<file path="src/rtl/pc_ctrl_pkg.sv">
// rtl/pc_ctrl_pkg.sv - shared states, control levels and target alignment for pc_ctrl
package pc_ctrl_pkg;

  typedef enum logic [1:0] {
    PC_S_RUN   = 2'b00,
    PC_S_HOLD  = 2'b01,
    PC_S_FLUSH = 2'b10
  } pc_state_e;

  localparam logic        FLUSH_ENABLE  = 1'b1;
  localparam logic        FLUSH_DISABLE = 1'b0;
  localparam logic        STALL_ENABLE  = 1'b1;
  localparam logic        STALL_DISABLE = 1'b0;
  localparam logic        JUMP_ENABLE   = 1'b1;
  localparam logic        HOLD_ENABLE   = 1'b1;
  localparam logic [31:0] ZERO_ADDR     = 32'h0000_0000;

  // Jump targets are forced onto a word boundary; low bits only raise misalign.
  function automatic logic [31:0] align_tgt(input logic [31:0] addr);
    return {addr[31:2], 2'b00};
  endfunction

endpackage

</file>
<file path="src/rtl/hold_wdog.sv">
// rtl/hold_wdog.sv - consecutive-hold counter with sticky timeout flag
module hold_wdog
  import pc_ctrl_pkg::*;
#(
  parameter int HOLD_MAX = 15
) (
  input  logic clk,
  input  logic rst_n,
  input  logic hold,
  output logic timeout
);

  localparam int CW = $clog2(HOLD_MAX + 2);
  localparam logic [CW-1:0] LIMIT = CW'(HOLD_MAX + 1);
  localparam logic [CW-1:0] LAST  = CW'(HOLD_MAX);

  logic [CW-1:0] cnt;

  // Count consecutive hold cycles (saturating) and latch timeout on reaching HOLD_MAX+1.
  always_ff @(posedge clk) begin
    if (!rst_n) begin
      cnt     <= '0;
      timeout <= 1'b0;
    end else if (hold != HOLD_ENABLE) begin
      cnt <= '0;
    end else begin
      if (cnt != LIMIT) cnt <= cnt + 1'b1;
      if (cnt == LAST) timeout <= 1'b1;
    end
  end

endmodule

</file>
<file path="src/rtl/pc_ctrl.sv">
// rtl/pc_ctrl.sv - program counter, fetch request and pipeline stall/flush control
module pc_ctrl
  import pc_ctrl_pkg::*;
#(
  parameter logic [31:0] RESET_PC     = ZERO_ADDR,
  parameter int          FLUSH_CYCLES = 2,
  parameter int          HOLD_MAX     = 15
) (
  input  logic        clk,
  input  logic        rst_n,
  input  logic        jump_en_i,
  input  logic [31:0] jump_addr_i,
  input  logic        hold_flag_i,
  output logic [31:0] pc_o,
  output logic        inst_req_o,
  output logic        flush_o,
  output logic        stall_o,
  output logic        misalign_o,
  output logic        hold_timeout_o
);

  localparam logic [7:0] FLUSH_LOAD = 8'(FLUSH_CYCLES - 1);
  localparam pc_state_e  JUMP_STATE = (FLUSH_LOAD == 8'd0) ? PC_S_RUN : PC_S_FLUSH;

  pc_state_e   state;
  logic [7:0]  flush_cnt;
  logic        pend_valid;
  logic [31:0] pend_addr;
  logic [31:0] tgt;
  logic        jump;
  logic        hold;

  assign tgt  = align_tgt(jump_addr_i);
  assign jump = (jump_en_i == JUMP_ENABLE);
  assign hold = (hold_flag_i == HOLD_ENABLE);

  // Pipeline controls depend on the current state and this cycle's ex requests.
  always_comb begin
    flush_o = FLUSH_DISABLE;
    stall_o = STALL_DISABLE;
    case (state)
      PC_S_RUN: begin
        if (jump) flush_o = FLUSH_ENABLE;
        if (hold) stall_o = STALL_ENABLE;
      end
      PC_S_HOLD: begin
        if (hold) begin
          stall_o = STALL_ENABLE;
          if (jump) flush_o = FLUSH_ENABLE;
        end else if (pend_valid || jump) begin
          flush_o = FLUSH_ENABLE;
        end
      end
      PC_S_FLUSH: begin
        flush_o = FLUSH_ENABLE;
        if (hold) stall_o = STALL_ENABLE;
      end
      default: ;
    endcase
  end

  // FSM, PC register and pending-jump register; a jump seen at hold release is newest and wins.
  always_ff @(posedge clk) begin
    if (!rst_n) begin
      state      <= PC_S_RUN;
      pc_o       <= RESET_PC;
      inst_req_o <= 1'b0;
      misalign_o <= 1'b0;
      flush_cnt  <= 8'd0;
      pend_valid <= 1'b0;
      pend_addr  <= ZERO_ADDR;
    end else begin
      inst_req_o <= 1'b1;
      misalign_o <= jump && (jump_addr_i[1:0] != 2'b00);
      case (state)
        PC_S_RUN: begin
          if (jump && !hold) begin
            pc_o      <= tgt;
            flush_cnt <= FLUSH_LOAD;
            state     <= JUMP_STATE;
          end else if (hold) begin
            if (jump) begin
              pend_addr  <= tgt;
              pend_valid <= 1'b1;
            end
            state <= PC_S_HOLD;
          end else begin
            pc_o <= pc_o + 32'd4;
          end
        end
        PC_S_HOLD: begin
          if (hold) begin
            if (jump) begin
              pend_addr  <= tgt;
              pend_valid <= 1'b1;
            end
          end else if (jump || pend_valid) begin
            pc_o       <= jump ? tgt : pend_addr;
            pend_valid <= 1'b0;
            flush_cnt  <= FLUSH_LOAD;
            state      <= JUMP_STATE;
          end else begin
            pc_o  <= pc_o + 32'd4;
            state <= PC_S_RUN;
          end
        end
        PC_S_FLUSH: begin
          if (hold) begin
            if (jump) begin
              pend_addr  <= tgt;
              pend_valid <= 1'b1;
              state      <= PC_S_HOLD;
            end
          end else if (jump) begin
            pc_o      <= tgt;
            flush_cnt <= FLUSH_LOAD;
            state     <= JUMP_STATE;
          end else begin
            pc_o      <= pc_o + 32'd4;
            flush_cnt <= flush_cnt - 8'd1;
            if (flush_cnt <= 8'd1) state <= PC_S_RUN;
          end
        end
        default: state <= PC_S_RUN;
      endcase
    end
  end

  hold_wdog #(
    .HOLD_MAX(HOLD_MAX)
  ) u_hold_wdog (
    .clk    (clk),
    .rst_n  (rst_n),
    .hold   (hold_flag_i),
    .timeout(hold_timeout_o)
  );

endmodule
</file>
<file path="config.mk">
export PLATFORM = sky130hd
export DESIGN_NAME = pc_ctrl
export DESIGN_NICKNAME = d
export VERILOG_FILES = /design/src/rtl/pc_ctrl_pkg.sv /design/src/rtl/hold_wdog.sv /design/src/rtl/pc_ctrl.sv
export SDC_FILE = /design/constraint.sdc
export NUM_CORES = 1
export LEC_CHECK = 0
export ABC_AREA = 1
export BUFFER_PORTS_ARGS = -buffer_cell sky130_fd_sc_hd__clkbuf_2
export CORE_UTILIZATION = 30
export DETAILED_ROUTE_END_ITERATION = 10
export PLACE_DENSITY = 0.58
export SETUP_SLACK_MARGIN = 0.1
export SLEW_MARGIN = 20
export SYNTH_ARGS = -nofsm -noshare
export SYNTH_HDL_FRONTEND = slang
export SYNTH_HIERARCHICAL = 1
export SYNTH_SLANG_ARGS = --single-unit
</file>
<file path="constraint.sdc">
create_clock -name clk -period 2.75 [get_ports clk]
set_input_delay 0.4125 -clock clk [delete_from_list [all_inputs] [get_ports clk]]
set_output_delay 0.4125 -clock clk [all_outputs]
set_load 0.05 [all_outputs]
</file>
==> flow_metrics.env, run 1 <==
export IMPL_tightest_slew_ns=0.850
export IMPL_cts_root_buffer="clkbuf_16"
export IMPL_max_freq_mhz=423
export IMPL_min_from="jump_addr_i[0]"
export IMPL_h_tree_depth=3
export IMPL_clock_skew_final_ns=0.00808
export IMPL_synthArstFlopShare=0
export IMPL_synthTopCellsByArea="dfxtp_1 30%, nand2_1 18%, a21oi_1 7.6%"
export IMPL_synthesis_nets=905
export IMPL_synthMostInstantiatedCell="nand2_1"
export IMPL_finalSetupViolations=0
export IMPL_cts_made_buffers=9
export IMPL_critical_path_max_fanout=6
export IMPL_startpoint="state[1]"
export IMPL_clk_latency_ns=0.35
export IMPL_r2r_start="state[1]"
export IMPL_synth_flop_cell="dfxtp_1"
export IMPL_num_vias=5710
export IMPL_swShare=0.512
export IMPL_ys_top_cells_by_count="259 x nand2_1, 83 x a21oi_1, 83 x dfxtp_1"
export IMPL_first_pass_iters=5
export IMPL_status="finished clean"
export IMPL_worst_setup_path_end_kind="output pin"
export IMPL_dp_hpwl_microns=12700
export IMPL_nets=964
export IMPL_antenna_left=0
export IMPL_seqCellArea_sq_um=1660
export IMPL_min_period_over_period=0.859
export IMPL_p_int_uw=3420
export IMPL_dieArea_sq_um=18800
export IMPL_fin_tns_setup_ns=0
export IMPL_netlist_instances=859
export IMPL_cts_setup_buffers=0
export IMPL_place_port_buffers=72
export IMPL_grt_pass1_vias=5152
export IMPL_peakVddDrop_uv=425
export IMPL_synth_distinct_cells=43
export IMPL_routedWlPerCell_microns=15.4
export IMPL_vias_per_cell=4.96
export IMPL_place_congestion=0.907
export IMPL_cts_hold_fix_buffers=0
export IMPL_hp_class="in -> reg"
export IMPL_crit_type="reg -> out"
export IMPL_required_ns=2.34
export IMPL_drc=0
export IMPL_die_w_microns=137
export IMPL_crit_arrival_ns=1.95
export IMPL_grt_max_degree=40
export IMPL_comb_power_share=0.549
export IMPL_core_area_sq_um=18000
export IMPL_antenna_found_initial=0
export IMPL_min_period_ns=2.36
export IMPL_multi_input_area_sq_um=3330
export IMPL_grt_pass1_wl_microns=28200
export IMPL_design_area_sq_um=6370
export IMPL_cts_resized=0
export IMPL_maxCapViolCount=0
export IMPL_start_kind="flop"
export IMPL_synth_top_area_cell="dfxtp_1"
export IMPL_initial_core_util=0.305
export IMPL_avgSynthCellArea_sq_um=6.39
export IMPL_place_area_sq_um=6080
export IMPL_clockBufferDepth=2
export IMPL_clkPwrFrac=0.177
export IMPL_finalMaxSlewViolations=0
export IMPL_rsz0062_at_grt="false"
export IMPL_ys_warn_count=6
export IMPL_drive_gt1_frac=0.162
export IMPL_num_rows=49
export IMPL_hold_violations=0
export IMPL_cts_tree="yes"
export IMPL_wirelength_microns=17700
export IMPL_path_clk_slew_ns=0.06
export IMPL_fp_dieH_microns=137
export IMPL_gr_total_overflow=0
export IMPL_first_iter_violations=523
export IMPL_p_leak_uw=0.00267
export IMPL_syn_area_sq_um=5490
export IMPL_nFillCells=1940
export IMPL_area_growth_pct=16.1
export IMPL_synth_top_area_frac=0.303
export IMPL_grt_use_total=0.195
export IMPL_netSwitchingPower_uw=3590
export IMPL_power_density_nw_per_um2=1100
export IMPL_max_slew_margin_rel=0.433
export IMPL_yosysSeqAreaShare=0.303
export IMPL_synth_edff_count=0
export IMPL_yosys_register_bits=83
export IMPL_ios=73
export IMPL_cts_sinks=83
export IMPL_pwr_share_seq=0.275
export IMPL_num_antenna_cells=0
power groups by stage:
stage                     sequential [uW]  combinational, uW  clock, uW
after global placement               1940               3820          0
final                                1920               3840       1240
after global routing                 1970               4240       1320
after CTS                            1910               3830       1270
after floorplan                      2520               2200          0
after detailed placement             1940               3820          0
flip-flops by register name (all words and copies together), names as in the netlist:
register             count
flush_cnt                8
inst_req_o               1
misalign_o               1
pc_o                    32
pend_addr               32
pend_valid               1
state                    2
u_hold_wdog/cnt          5
u_hold_wdog/timeout      1
cell families after synthesis:
kind of cell | after synthesis | share of synthesized area
xor gates and xnor gates | 16 | 0.0255
DFF | 83 | 0.303
and+or+nand+nor | 421 | 0.341
adders and majority gates | 10 | 0.0228
AOI/OAI and AO/OA | 206 | 0.217
buffers and inverters | 123 | 0.0910
cell type report:
cell class                      count  area share
Clock buffer                       13      0.0408
Clock inverter                      2     0.00550
Timing Repair Buffer               90      0.0778
Multi-Input combinational cell    653       0.522
Tap cell                          229      0.0450
Inverter                           81      0.0481
Sequential cell                    83       0.261
worst paths after layout:
kind | to | slack (ns) | depth (start not counted)
max | flush_o | 0.39 | 7
min reg2reg | u_hold_wdog/timeout | 0.45 | 2
max reg2reg | pc_o[22] | 0.61 | 11
min | misalign_o | 0.33 | 3
critical path, cell delays in order, from the launching register on:
cell      delay [ns]
dfxtp_1         0.33
inv_1           0.10
ha_1            0.29
inv_1           0.08
nor2_2          0.13
o21ai_0         0.10
a31oi_1         0.25
clkbuf_2        0.33
layer usage:
layer | GRT usage | part of all wire
met1 | 0.272 | 0.47
met2 | 0.301 | 0.45
met3 | 0.0350 | 0.066
met4 | 0.0635 | 0.014
met5 | 0 | 0
metrics by stage:
stage                     hold WS [ns]  utilization  std cells  setup slack (ns)  power [uW]
final                            0.328        0.355       1151             0.387        7000
after global routing             0.338        0.355       1151             0.211        7540
after CTS                        0.326        0.355       1151             0.404        7010
after detailed placement         0.434        0.338       1136             0.517        5750
after global placement           0.430        0.338       1136             0.507        5760
after floorplan                  0.424            -        859             0.385        4720
placed cells by master (no fill, tap or decap), types with 5 or more instances in the layout:
cell type / n
nand3b_1: 9
nor2_4: 8
nand3_1: 55
o21ai_0: 65
clkbuf_16: 9
nand2_1: 259
nor3_1: 6
o21bai_1: 7
ha_1: 10
o21ai_1: 7
a211oi_2: 7
buf_4: 18
o211ai_1: 6
nand4_1: 6
a21oi_1: 83
inv_1: 71
inv_2: 8
a211oi_1: 5
xor2_1: 7
clkbuf_2: 72
dfxtp_1: 83
nor2_1: 57
a31oi_1: 13
nor2_2: 9
xnor2_1: 9
No activity file was read; power rests on OpenSTA's default activity.
==> run 2, diff against run 1 <==
BUFFER_PORTS_ARGS = unset   (was -buffer_cell sky130_fd_sc_hd__clkbuf_2)
DONT_BUFFER_PORTS = 1   (was unset)
PLACE_DENSITY = 0.55   (was 0.58)
==> flow_metrics.env, run 2 (synthesis results as in run 1) <==
export IMPL_status="finished clean"
export IMPL_grt_pass1_vias=5064
export IMPL_place_congestion=0.863
export IMPL_min_period_over_period=0.838
export IMPL_reg_top3="pc_o (32), pend_addr (32), flush_cnt (8)"
export IMPL_tightest_slew_ns=0.836
export IMPL_max_slew_margin_rel=0.442
export IMPL_path_clk_slew_ns=0.06
export IMPL_hold_violations=0
export IMPL_dp_hpwl_microns=12400
export IMPL_cts_root_buffer="clkbuf_16"
export IMPL_gr_total_overflow=0
export IMPL_place_port_buffers=0
export IMPL_peakVddDrop_uv=548
export IMPL_required_ns=2.34
export IMPL_clock_skew_final_ns=0.0114
export IMPL_grt_max_degree=43
export IMPL_min_to="inst_req_o"
export IMPL_core_area_sq_um=18000
export IMPL_antenna_left=0
export IMPL_wirelength_microns=17600
export IMPL_initial_core_util=0.305
export IMPL_cts_sinks=83
export IMPL_die_w_microns=137
export IMPL_first_pass_iters=5
export IMPL_reg2reg_depth=11
export IMPL_ios=73
export IMPL_cts_made_buffers=9
export IMPL_cts_tree="yes"
export IMPL_critPathTopFamily="buffers and inverters"
export IMPL_min_period_ns=2.31
export IMPL_dieArea_sq_um=18800
export IMPL_cpMostUsedCell="inv_1"
export IMPL_fin_util=0.347
export IMPL_num_antenna_cells=0
export IMPL_path_cells="inv_1 > ha_1 > inv_1 > nor2_2 > o21ai_0 > a31oi_1 > buf_4"
export IMPL_start_kind="flop"
export IMPL_rsz0062_at_grt="false"
export IMPL_cts_setup_buffers=0
export IMPL_r2r_slack_ns=0.65
export IMPL_fin_tns_setup_ns=0
export IMPL_grt_use_total=0.194
export IMPL_max_freq_mhz=434
export IMPL_num_rows=49
export IMPL_vias_per_cell=4.99
export IMPL_hp_class="in -> reg"
export IMPL_h_tree_depth=3
export IMPL_power_density_nw_per_um2=1150
export IMPL_fp_dieH_microns=137
export IMPL_nets=916
export IMPL_slowest_stage="dfxtp_1"
export IMPL_first_iter_violations=372
export IMPL_slowest_delay_ns=0.32
export IMPL_finalSetupViolations=0
export IMPL_r2r_end="pc_o[27]"
export IMPL_routedWlPerCell_microns=15.9
export IMPL_cts_hold_fix_buffers=0
export IMPL_layout_commonest_cell="nand2_1"
export IMPL_r2r_start="state[0]"
export IMPL_antenna_found_initial=0
export IMPL_p_leak_uw=0.00250
export IMPL_maxCapViolCount=0
export IMPL_hold_depth=0
export IMPL_clockBufferDepth=2
export IMPL_crit_type="reg -> out"
export IMPL_worst_setup_path_end_kind="output pin"
export IMPL_cts_resized=0
export IMPL_drive_gt1_frac=0.119
export IMPL_finalMaxSlewViolations=0
export IMPL_final_cell_mix="259 x nand2_1, 83 x a21oi_1, 83 x dfxtp_1, 71 x inv_1, 65 x o21ai_0"
export IMPL_crit_arrival_ns=1.89
export IMPL_critical_path_max_fanout=8
export IMPL_drc=0
export IMPL_min_from="rst_n"
export IMPL_worst_path_buf_inv=3
export IMPL_num_vias=5506
export IMPL_clk_latency_ns=0.35
export IMPL_grt_pass1_wl_microns=28000
export IMPL_area_growth_pct=13.6
[run 2: changes by cell type in the layout (fill, tap and decap cells not counted), sizes merged]
cell and delta:
bufinv +1, clkinv -1, clkinvlp +2, inv +1, buf +24, clkbuf -74
[run 2: power by group]
part / leakage [uW] / switching (uW) / internal [uW]
sequential: 0.000682 / 305 / 1520
combinational: 0.00166 / 2750 / 1220
clock: 0.000158 / 525 / 849
total: 0.00250 / 3580 / 3590
[run 2: stage by stage]
stage               hold slack (ns)  area, sq um  std cells  total power, uW  setup slack [ns]
finish                       0.0933         6230       1104             7170             0.445
CTS                          0.0763         6230       1104             7190             0.423
floorplan                     0.424         5490        859             4720             0.385
global placement              0.434         5900       1088             5790             0.644
global route                 0.0772         6230       1104             7710             0.243
detailed placement            0.438         5900       1088             5780             0.676
[run 2: metal layers]
layer / wire [microns] / GRT usage / vias up
li1: - / - / 2846
met1: 8100 / 0.262 / 2443
met2: 7760 / 0.299 / 198
met3: 1390 / 0.0434 / 19
met4: 335 / 0.0739 / 0
met5: 0 / 0 / -
[run 2: how the worst max path moves through the flow]
stage,endpoint,slack [ns],startpoint,depth (start not counted)
floorplan,flush_o,0.38,state[1],7
global placement,pc_o[27],0.64,state[0],11
detailed placement,pc_o[27],0.68,state[0],11
CTS,flush_o,0.42,state[1],7
global route,flush_o,0.24,state[1],7
finish,flush_o,0.44,state[1],7
[run 2: area by class of cell]
class                      instances  area [sq um]
fill                            1952         11700
clock inverter                     5          83.8
inverter                          81           307
timing repair buffer              42           315
clock buffer                      11           253
sequential                        83          1660
multi-input combinational        653          3330
tap                              229           287
==> run 3, diff against run 2 <==
ABC_AREA = 0   (was 1)
PLACE_DENSITY = 0.56   (was 0.55)
clock period = 2.1 ns   (was 2.75 ns; I/O delays follow)
==> flow_metrics.env, run 3 <==
export IMPL_crit_type="reg -> reg"
export IMPL_path_clk_slew_ns=0.06
export IMPL_die_w_microns=132
export IMPL_cts_root_buffer="clkbuf_16"
export IMPL_swShare=0.432
export IMPL_crit_arrival_ns=2.28
export IMPL_core_area_sq_um=16500
export IMPL_comb_power_share=0.506
export IMPL_h_tree_depth=3
export IMPL_peakVddDrop_uv=569
export IMPL_first_iter_violations=459
export IMPL_min_period_ns=2.04
export IMPL_antenna_left=0
export IMPL_p_int_uw=4370
export IMPL_initial_core_util=0.305
export IMPL_highest_layer="met4"
export IMPL_status="finished clean"
export IMPL_num_vias=5602
export IMPL_synthMostInstantiatedCell="nand2_1"
export IMPL_tightest_slew_ns=0.640
export IMPL_synth_top_area_cell="dfxtp_1"
export IMPL_path_cells="inv_4 > ha_4 > inv_4 > o311a_4 > a221oi_1 > o21ai_0 > o211a_1"
export IMPL_rsz0062_at_grt="true"
export IMPL_final_cell_mix="113 x nand2_1, 93 x buf_4, 68 x a21oi_1, 60 x dfxtp_1, 34 x nor2_1"
export IMPL_place_ws_ns=-0.0657
export IMPL_syn_area_sq_um=5040
export IMPL_clk_latency_ns=0.35
export IMPL_reg2reg_depth=7
export IMPL_start_kind="flop"
export IMPL_cp_depth=7
export IMPL_fin_tns_setup_ns=0
export IMPL_place_congestion=0.916
export IMPL_num_rows=47
export IMPL_worst_path_buf_inv=2
export IMPL_ios=73
export IMPL_required_ns=2.34
export IMPL_cpMostUsedCell="inv_4"
export IMPL_finalSetupViolations=0
export IMPL_ys_top_cells_by_count="116 x nand2_1, 83 x dfxtp_1, 73 x a21oi_1"
export IMPL_grt_use_total=0.217
export IMPL_netSwitchingPower_uw=3320
export IMPL_clock_skew_final_ns=0.00547
export IMPL_max_slew_margin_rel=0.573
export IMPL_grt_pass1_wl_microns=29600
export IMPL_m1WireLength_microns=7820
export IMPL_grt_pass1_vias=5430
export IMPL_power_density_nw_per_um2=1140
export IMPL_grt_max_degree=33
export IMPL_synth_edff_count=0
export IMPL_cts_tree="yes"
export IMPL_cts_made_buffers=9
export IMPL_num_antenna_cells=0
export IMPL_hold_violations=0
export IMPL_antenna_found_initial=0
export IMPL_pwr_share_seq=0.279
export IMPL_dr_wl_met3_microns=1940
export IMPL_ys_warn_count=6
export IMPL_nets=783
export IMPL_synthTopCellsByArea="dfxtp_1 33%, nand2_1 8.6%, a21oi_1 7.2%"
export IMPL_critPathTopFamily="compound AO/OA/AOI/OAI gates"
export IMPL_slowest_stage="a221oi_1"
export IMPL_netlist_instances=667
export IMPL_max_freq_mhz=490
export IMPL_hp_class="in -> reg"
export IMPL_synth_flop_cell="dfxtp_1"
export IMPL_power_uw=7700
export IMPL_synthArstFlopShare=0
export IMPL_min_period_over_period=0.972
export IMPL_avgSynthCellArea_sq_um=7.56
export IMPL_maxCapViolCount=0
export IMPL_wirelength_microns=19000
export IMPL_hold_depth=2
export IMPL_worst_slack_ns=0.0579
export IMPL_clkPwrFrac=0.215
export IMPL_routedWlPerCell_microns=19.8
export IMPL_finalMaxSlewViolations=0
export IMPL_first_pass_iters=5
export IMPL_wl_met2_microns=8820
export IMPL_dieArea_sq_um=17300
export IMPL_cts_sinks=83
export IMPL_synthesis_nets=713
export IMPL_reg_top3="pc_o (32), pend_addr (32), flush_cnt (8)"
export IMPL_place_port_buffers=0
export IMPL_yosys_register_bits=83
export IMPL_worst_setup_path_end_kind="flop"
export IMPL_synth_distinct_cells=72
export IMPL_p_leak_uw=0.00252
export IMPL_fp_dieH_microns=132
export IMPL_vias_per_cell=5.82
export IMPL_drive_gt1_frac=0.287
export IMPL_dp_hpwl_microns=13400
export IMPL_critical_path_max_fanout=6
export IMPL_area_growth_pct=34.0
export IMPL_synth_top_area_frac=0.330
export IMPL_gr_total_overflow=0
export IMPL_yosysSeqAreaShare=0.330
export IMPL_clockBufferDepth=2
export IMPL_slowest_delay_ns=0.40
export IMPL_drc=0
export IMPL_layout_commonest_cell="nand2_1"
[run 3: cell count changes after synthesis, sizes merged, moves of 13 or more]
cell / before / now
clkbuf: 21 / 38
and3: 0 / 13
o21ai: 73 / 30
nor2: 77 / 37
inv: 80 / 20
nand3: 55 / 18
nor4: 0 / 14
mux2i: 0 / 13
nand2: 264 / 116
[run 3: repair_timing]
item,in CTS,in global routing
pin swaps,14,23
gates resized for setup,28,48
endpoints found under the hold margin,1,0
setup buffers,8,1
hold buffers,1,0
endpoints found under the setup margin,22,33
[run 3: worst paths after layout]
| check | endpoint | slack (ns) | startpoint |
|---|---|---|---|
| worst max-delay path | pc_o[19] | 0.06 | state[0] |
| worst min register to register | pend_addr[24] | 0.46 | pend_addr[24] |
| worst min-delay path | pend_addr[5] | 0.1 | jump_addr_i[5] |
| worst max register to register | pc_o[19] | 0.06 | state[0] |
[run 3: layout make-up]
| class | count | area, sq um |
|---|---|---|
| Fill cell | 1584 | 9770 |
| Clock inverter | 4 | 48.8 |
| Sequential cell | 83 | 1700 |
| Tap cell | 220 | 275 |
| Timing Repair Buffer | 107 | 925 |
| Multi-Input combinational cell | 515 | 3470 |
| Inverter | 21 | 86.3 |
| Clock buffer | 12 | 256 |
[run 3: power groups by stage]
stage                     Sequential, uW  Clock (uW)  Combinational, uW
final                               2150        1660               3890
after global routing                2180        1770               4160
after CTS                           2120        1690               3610
after detailed placement            2130           0               3400
after global placement              2120           0               3330
after floorplan                     2710           0               1630
[run 3: worst reg2reg max path, cell delays in order, from the launching register on]
cell and delay, ns:
dfxtp_4 0.39, inv_4 0.06, ha_4 0.29, inv_4 0.04, o311a_4 0.38, a221oi_1 0.40, o21ai_0 0.20, o211a_1 0.17
[run 3: cells by family (layout without fill, tap and decap cells)]
group | after synthesis | count (layout) | synth area share
AOI/OAI and AO/OA | 209 | 209 | 0.275
buffers and inverters | 69 | 144 | 0.0524
muxes | 15 | 15 | 0.0303
DFF | 83 | 83 | 0.330
xor gates and xnor gates | 16 | 16 | 0.0278
and+or+nand+nor | 265 | 265 | 0.260
adders and majority gates | 10 | 10 | 0.0248
[run 3: layer usage]
metal	global-route usage	up-vias
li1	-	2602
met1	0.274	2714
met2	0.347	256
met3	0.0671	30
met4	0.0736	0
met5	0	-
[run 3: metrics by stage]
step           utilization  std cells  hold slack (ns)  instance area [sq um]
2_1_floorplan            -        667            0.343                   5100
5_1_grt              0.409        962           0.0837                   6760
3_3_place_gp         0.363        936            0.345                   6000
6_report             0.409        962           0.0958                   6760
4_1_cts              0.394        961           0.0812                   6510
3_5_place_dp         0.363        936            0.344                   6000
